$ cat src/rtl/mult32_seq_if.sv
// mult32_seq_if
// Groups the request/response signals of the sequential 32x32 multiplier.
//   START  : request, honoured only while the multiplier is idle
//   SIGNED : 1 = two's-complement operands, 0 = unsigned (sampled with START)
//   A, B   : multiplicand / multiplier (sampled with START)
//   BUSY   : operation in flight
//   DONE   : one-cycle pulse, HI/LO valid from this cycle on
//   HI, LO : product bits [63:32] / [31:0]
// master drives requests and observes results; slave is the multiplier.
interface mult32_seq_if;
  logic        START;
  logic        SIGNED;
  logic [31:0] A;
  logic [31:0] B;
  logic        BUSY;
  logic        DONE;
  logic [31:0] HI;
  logic [31:0] LO;

  modport master (
    output START, SIGNED, A, B,
    input  BUSY, DONE, HI, LO
  );

  modport slave (
    input  START, SIGNED, A, B,
    output BUSY, DONE, HI, LO
  );
endinterface

$ cat src/rtl/mult32_seq.sv
// mult32_seq
// Multi-cycle 32x32 -> 64-bit shift-add multiplier for the ALU MUL path.
// Signed operands are reduced to magnitudes on entry, multiplied unsigned
// over 32 iterations, and the sign is reapplied in a final FIX cycle.
// Ports:
//   CLK : rising-edge clock
//   RST : asynchronous active-high reset
//   bus : mult32_seq_if.slave (START/SIGNED/A/B in, BUSY/DONE/HI/LO out)
// Latency: START sampled at edge k, DONE high in the cycle after edge k+33.
module mult32_seq (
  input  logic        CLK,
  input  logic        RST,
  mult32_seq_if.slave bus
);

  localparam logic [1:0] S_IDLE = 2'd0;
  localparam logic [1:0] S_RUN  = 2'd1;
  localparam logic [1:0] S_FIX  = 2'd2;

  // Magnitude of a 32-bit operand; 0x80000000 maps to itself and is then
  // treated as unsigned, so the magnitude product always fits in 64 bits.
  function automatic logic [31:0] f_abs(input logic signed [31:0] x,
                                        input logic               take);
    logic [31:0] inv;
    inv = ~x;
    if (take && x[31]) f_abs = inv + 32'd1;
    else               f_abs = x;
  endfunction

  // Two's-complement negation of the 64-bit product (invert plus increment).
  function automatic logic signed [63:0] f_neg64(input logic signed [63:0] p);
    logic [63:0] inv;
    inv = ~p;
    f_neg64 = inv + 64'd1;
  endfunction

  logic [1:0]         r_state;
  logic [4:0]         r_cnt;
  logic [32:0]        r_acc;
  logic               r_neg;
  logic               r_busy;
  logic               r_done;
  logic [31:0]        r_hi;
  logic [31:0]        r_lo;
  logic [31:0]        r_mcand;
  logic [31:0]        r_mplier;

  logic               w_start;
  logic [31:0]        w_pp;
  logic [32:0]        w_sum;
  logic signed [63:0] w_prod;
  logic signed [63:0] w_res;

  assign w_start = (r_state == S_IDLE) && bus.START;

  // Partial product: multiplicand gated by the current multiplier LSB.
  // r_acc[32] is always zero after the shift, so adding the full 33-bit
  // accumulator is the same as adding into its low 32 bits with carry out.
  always_comb begin
    w_pp   = r_mcand & {32{r_mplier[0]}};
    w_sum  = r_acc + {1'b0, w_pp};
    w_prod = {r_acc[31:0], r_mplier};
    w_res  = r_neg ? f_neg64(w_prod) : w_prod;
  end

  // Control, accumulator and result registers (cleared by reset)
  always_ff @(posedge CLK or posedge RST) begin
    if (RST) begin
      r_state <= S_IDLE;
      r_cnt   <= '0;
      r_acc   <= '0;
      r_neg   <= 1'b0;
      r_busy  <= 1'b0;
      r_done  <= 1'b0;
      r_hi    <= '0;
      r_lo    <= '0;
    end else begin
      r_done <= 1'b0;
      case (r_state)
        S_IDLE: begin
          if (w_start) begin
            r_neg   <= bus.SIGNED & (bus.A[31] ^ bus.B[31]);
            r_acc   <= '0;
            r_cnt   <= '0;
            r_busy  <= 1'b1;
            r_state <= S_RUN;
          end
        end
        S_RUN: begin
          r_acc <= {1'b0, w_sum[32:1]};
          r_cnt <= r_cnt + 5'd1;
          if (r_cnt == 5'd31) r_state <= S_FIX;
        end
        S_FIX: begin
          r_hi    <= w_res[63:32];
          r_lo    <= w_res[31:0];
          r_done  <= 1'b1;
          r_busy  <= 1'b0;
          r_state <= S_IDLE;
        end
        default: begin
          r_state <= S_IDLE;
          r_busy  <= 1'b0;
        end
      endcase
    end
  end

  // Operand datapath: loaded on accept, shifted during RUN
  always_ff @(posedge CLK) begin
    if (w_start) begin
      r_mcand  <= f_abs(bus.A, bus.SIGNED);
      r_mplier <= f_abs(bus.B, bus.SIGNED);
    end else if (r_state == S_RUN) begin
      r_mplier <= {w_sum[0], r_mplier[31:1]};
    end
  end

  assign bus.BUSY = r_busy;
  assign bus.DONE = r_done;
  assign bus.HI   = r_hi;
  assign bus.LO   = r_lo;

endmodule

$ cat src/flat_wrapper.sv
// flat-port wrapper written by rule: the top's interface ports become plain ports
module mult32_seq_flat 
  (CLK, RST, bus_START, bus_SIGNED, bus_A, bus_B, bus_BUSY, bus_DONE, bus_HI, bus_LO);
  mult32_seq_if bus_i ();
  input  logic CLK;
  input  logic RST;
  input wire logic [$bits(bus_i.START)-1:0] bus_START;
  input wire logic [$bits(bus_i.SIGNED)-1:0] bus_SIGNED;
  input wire logic [$bits(bus_i.A)-1:0] bus_A;
  input wire logic [$bits(bus_i.B)-1:0] bus_B;
  output wire logic [$bits(bus_i.BUSY)-1:0] bus_BUSY;
  output wire logic [$bits(bus_i.DONE)-1:0] bus_DONE;
  output wire logic [$bits(bus_i.HI)-1:0] bus_HI;
  output wire logic [$bits(bus_i.LO)-1:0] bus_LO;
  assign bus_i.START = bus_START;
  assign bus_i.SIGNED = bus_SIGNED;
  assign bus_i.A = bus_A;
  assign bus_i.B = bus_B;
  assign bus_BUSY = bus_i.BUSY;
  assign bus_DONE = bus_i.DONE;
  assign bus_HI = bus_i.HI;
  assign bus_LO = bus_i.LO;
  mult32_seq u_core (.CLK(CLK), .RST(RST), .bus(bus_i));
endmodule
$ cat config.mk
export PLATFORM = sky130hd
export DESIGN_NAME = mult32_seq_flat
export DESIGN_NICKNAME = d
export VERILOG_FILES = /design/src/rtl/mult32_seq_if.sv /design/src/rtl/mult32_seq.sv /design/src/flat_wrapper.sv
export SDC_FILE = /design/constraint.sdc
export NUM_CORES = 1
export LEC_CHECK = 0
export CELL_PAD_IN_SITES_DETAIL_PLACEMENT = 0
export CELL_PAD_IN_SITES_GLOBAL_PLACEMENT = 1
export CORE_UTILIZATION = 43
export CTS_BUF_LIST = sky130_fd_sc_hd__clkbuf_4 sky130_fd_sc_hd__clkbuf_8 sky130_fd_sc_hd__clkbuf_16
export DETAILED_ROUTE_END_ITERATION = 8
export PLACE_DENSITY_LB_ADDON = 0.1
export SYNTH_ARGS = -nofsm -noshare
export SYNTH_HDL_FRONTEND = slang
export SYNTH_SLANG_ARGS = --single-unit
export TNS_END_PERCENT = 5
$ cat constraint.sdc
create_clock -name CLK -period 5.34 [get_ports CLK]
set_input_delay 1.602 -clock CLK [delete_from_list [all_inputs] [get_ports CLK]]
set_output_delay 1.602 -clock CLK [all_outputs]
set_load 0.02 [all_outputs]
==> impl_metrics.ini <==
[floorplan]
die_h_um = 159.9
die_x_um = 159.9
num_rows = 57
core_area_um2 = 24390
ios = 134
die-area_um2 = 25580
initial_utilization_pct = 43.97

[worst_setup_path]
critPathSlowestCell = or4_1
criticalPathCategory = in2reg
max_stage_delay_ps = 570
critPathArrivalTime_ps = 4090
crit_family = simple AND/OR/NAND/NOR gates
cp-startpoint = bus_A[10]
cp-end-kind = register
crit_fanout = 5
crit-reg2reg-launch = u_core.r_mplier[0]
crit_chain = clkdlybuf4s50_1, or4_1, nor3_1, nand4_1, nor4_1, a31oi_1, xor2_1
crit_buf_inv = 1
critical_path_required_ps = 5510
start_kind = primary input

[finish]
drive_above_1_share_pct = 5.653
postLayoutCellArea_um2 = 12930
antenna_cells = 0
syn_to_final_growth_pct = 20.53
final_nets = 1402
instances_no_fill = 1633
postLayoutCoreUtil_pct = 53.00

[global_route]
grt_pass1_vias = 8264
grt_pass1_wl_mm = 45.40
antenna_found_initial = 0
grt_use_total_pct = 22.26
grt_max_degree = 89
grt-ovfl-total = 0

[logic_synthesis]
syn_nets = 1290
avgSynthCellArea_um2 = 9.059
synth_compound_area_share_pct = 18.78
synth_common_cells = nand2_1, o21ai_0, dfrtp_1
synth-seq-cells = 170
ys.flop_type = dfrtp_1
syn_inst = 1184
yosysSeqAreaShare_pct = 42.65
synth_xor_area_share_pct = 11.76
yosysMostFrequentCell = nand2_1
syn-cell-area_um2 = 10730
ys_async_sr_fraction_pct = 62.35
synthTopCellsByArea = dfrtp_1, edfxtp_1, xor2_1
synth_adder_area_share_pct = 4.503
synth_top_family_by_area = simple AND/OR/NAND/NOR gates
muxShareOfSynthArea_pct = 0.1867
synth_top_area_share_pct = 24.73
yosys_warnings = 0
synth_area_leader_cell = dfrtp_1
synth_cell_types = 68
synthSimpleGateAreaFrac_pct = 19.25
synth_edf_count = 64

[timing]
maxSlewHeadroom_pct = 30.29
setup_viol = 0
period_minus_slack_ps = 3917
worst_pin_slew_ps = 1043
fin_tns_setup_ps = 0
hold_viol = 0
fin_crit_sh_pct = 73.36
setup_slack_ps = 1423
finalMaxSlewViolations = 0
timing.hold.ws_ps = 475.2
rsz0062_at_grt = no
clock-skew-final_ps = 13.76
fmax_mhz = 255.3

[routing]
drtIter0Drc = 638
drc = 0
drtAntennaViolNets = 0
vias_per_cell = 5.372
postRouteWirelength_mm = 27.49
drt_pass1_iterations = 5
num_vias = 8772
post_drt_wl_per_cell_um = 16.83

[power_and_ir_drop]
power.leakage_nw = 5.121
ir_worst_vdd_mv = 0.2202
power_mw = 7.122
power_density_nw_per_um2 = 550.9

[clocking]
clk_latency_ps = 440
ctsRootBufferMaster = clkbuf_16
tritoncts = done
clock_sink_count = 170
post-cts-setup-buffers = 0
clk_pin_slew_ps = 60
cts_resized = 0
cts_buffers = 17
clock_path_buffers = 2
htree_num_levels = 4
hold_buffers = 0

[job]
max_cap_viol_count = 0

[placement]
post-dp-hpwl_mm = 21.11
place_congestion = 0.8603
post-place-ws_ps = 982.7
dp.cells = 1601
io_buffers = 133
dpl_cell_area_um2 = 12330

[hold_path]
min_from = u_core.bus.HI[27]
hp-class = reg2reg

[run_status]
outcome = completed
-- power by group --
part	switching (mW)	internal, mW	leakage, nW	total, mW
combinational	1.81	1.43	2.93	3.24
clock	0.529	0.734	0.297	1.26
sequential	0.697	1.92	1.89	2.62
-- routing by layer --
layer | GRT usage, % | routed length [um]
met1 | 36.33 | 15080
met2 | 30.14 | 10670
met3 | 3.481 | 1424
met4 | 4.935 | 310
met5 | 0 | 0
-- flip-flops by register name, indices dropped and copies added, names as in the netlist --
name	cells
u_core.r_neg	1
u_core.bus.LO	32
u_core.bus.BUSY	1
u_core.r_state	2
u_core.r_acc	32
u_core.r_mplier	32
u_core.bus.DONE	1
u_core.r_cnt	5
u_core.r_mcand	32
u_core.bus.HI	32
-- cells by family after synthesis --
| logic type | count (synthesis) |
|---|---|
| adder cells (fa/ha/maj) | 38 |
| multiplexers | 2 |
| XOR/XNOR | 144 |
| AO/OA/AOI/OAI | 337 |
| buffers and inverters | 71 |
| AND/OR/NAND/NOR | 422 |
| flip-flops | 170 |
-- worst register-to-register path, stage by stage (launching register included) --
cell	delay [ps]
edfxtp_1	830
and2_1	250
ha_1	180
inv_1	60
fa_1	390
nand2b_1	180
a21oi_1	230
o21bai_1	140
a211o_1	400
a2111oi_0	630
o21ai_0	160
a32o_1	290
-- area by class of cell --
type / instances / area [um2]
Fill cell: 2349 / 11460
Multi-Input combinational cell: 943 / 5857
Sequential cell: 170 / 4576
Timing Repair Buffer: 143 / 1406
Clock buffer: 23 / 518.0
Tap cell: 324 / 405.4
Clock inverter: 9 / 83.83
Inverter: 21 / 81.33
-- cells in the final DEF, fill, tap and decap left out, types with 15 or more instances in the layout --
master / instances
xnor2_1: 45
clkdlybuf4s50_1: 133
inv_1: 20
ha_1: 37
xor2_1: 99
clkbuf_16: 19
edfxtp_1: 64
a21o_1: 15
nor2_1: 55
or3_1: 17
o21ai_0: 160
o31ai_1: 26
nand2_1: 188
nand3_1: 19
dfrtp_1: 105
nor3_1: 19
a21oi_1: 63
and2_1: 39
-- worst paths after layout --
check                                endpoint  slack (ps)  cells after the start
max in group asynchronous   u_core.bus.HI[25]        2710                      3
hold / removal              u_core.bus.HI[27]         480                      2
min in group asynchronous   u_core.bus.LO[11]        1740                      2
setup reg to reg             u_core.r_acc[29]        1490                     11
setup / recovery           u_core.r_mcand[28]        1420                      7
hold reg to reg             u_core.bus.HI[27]         480                      2
Power figures use the tool's default switching activity.
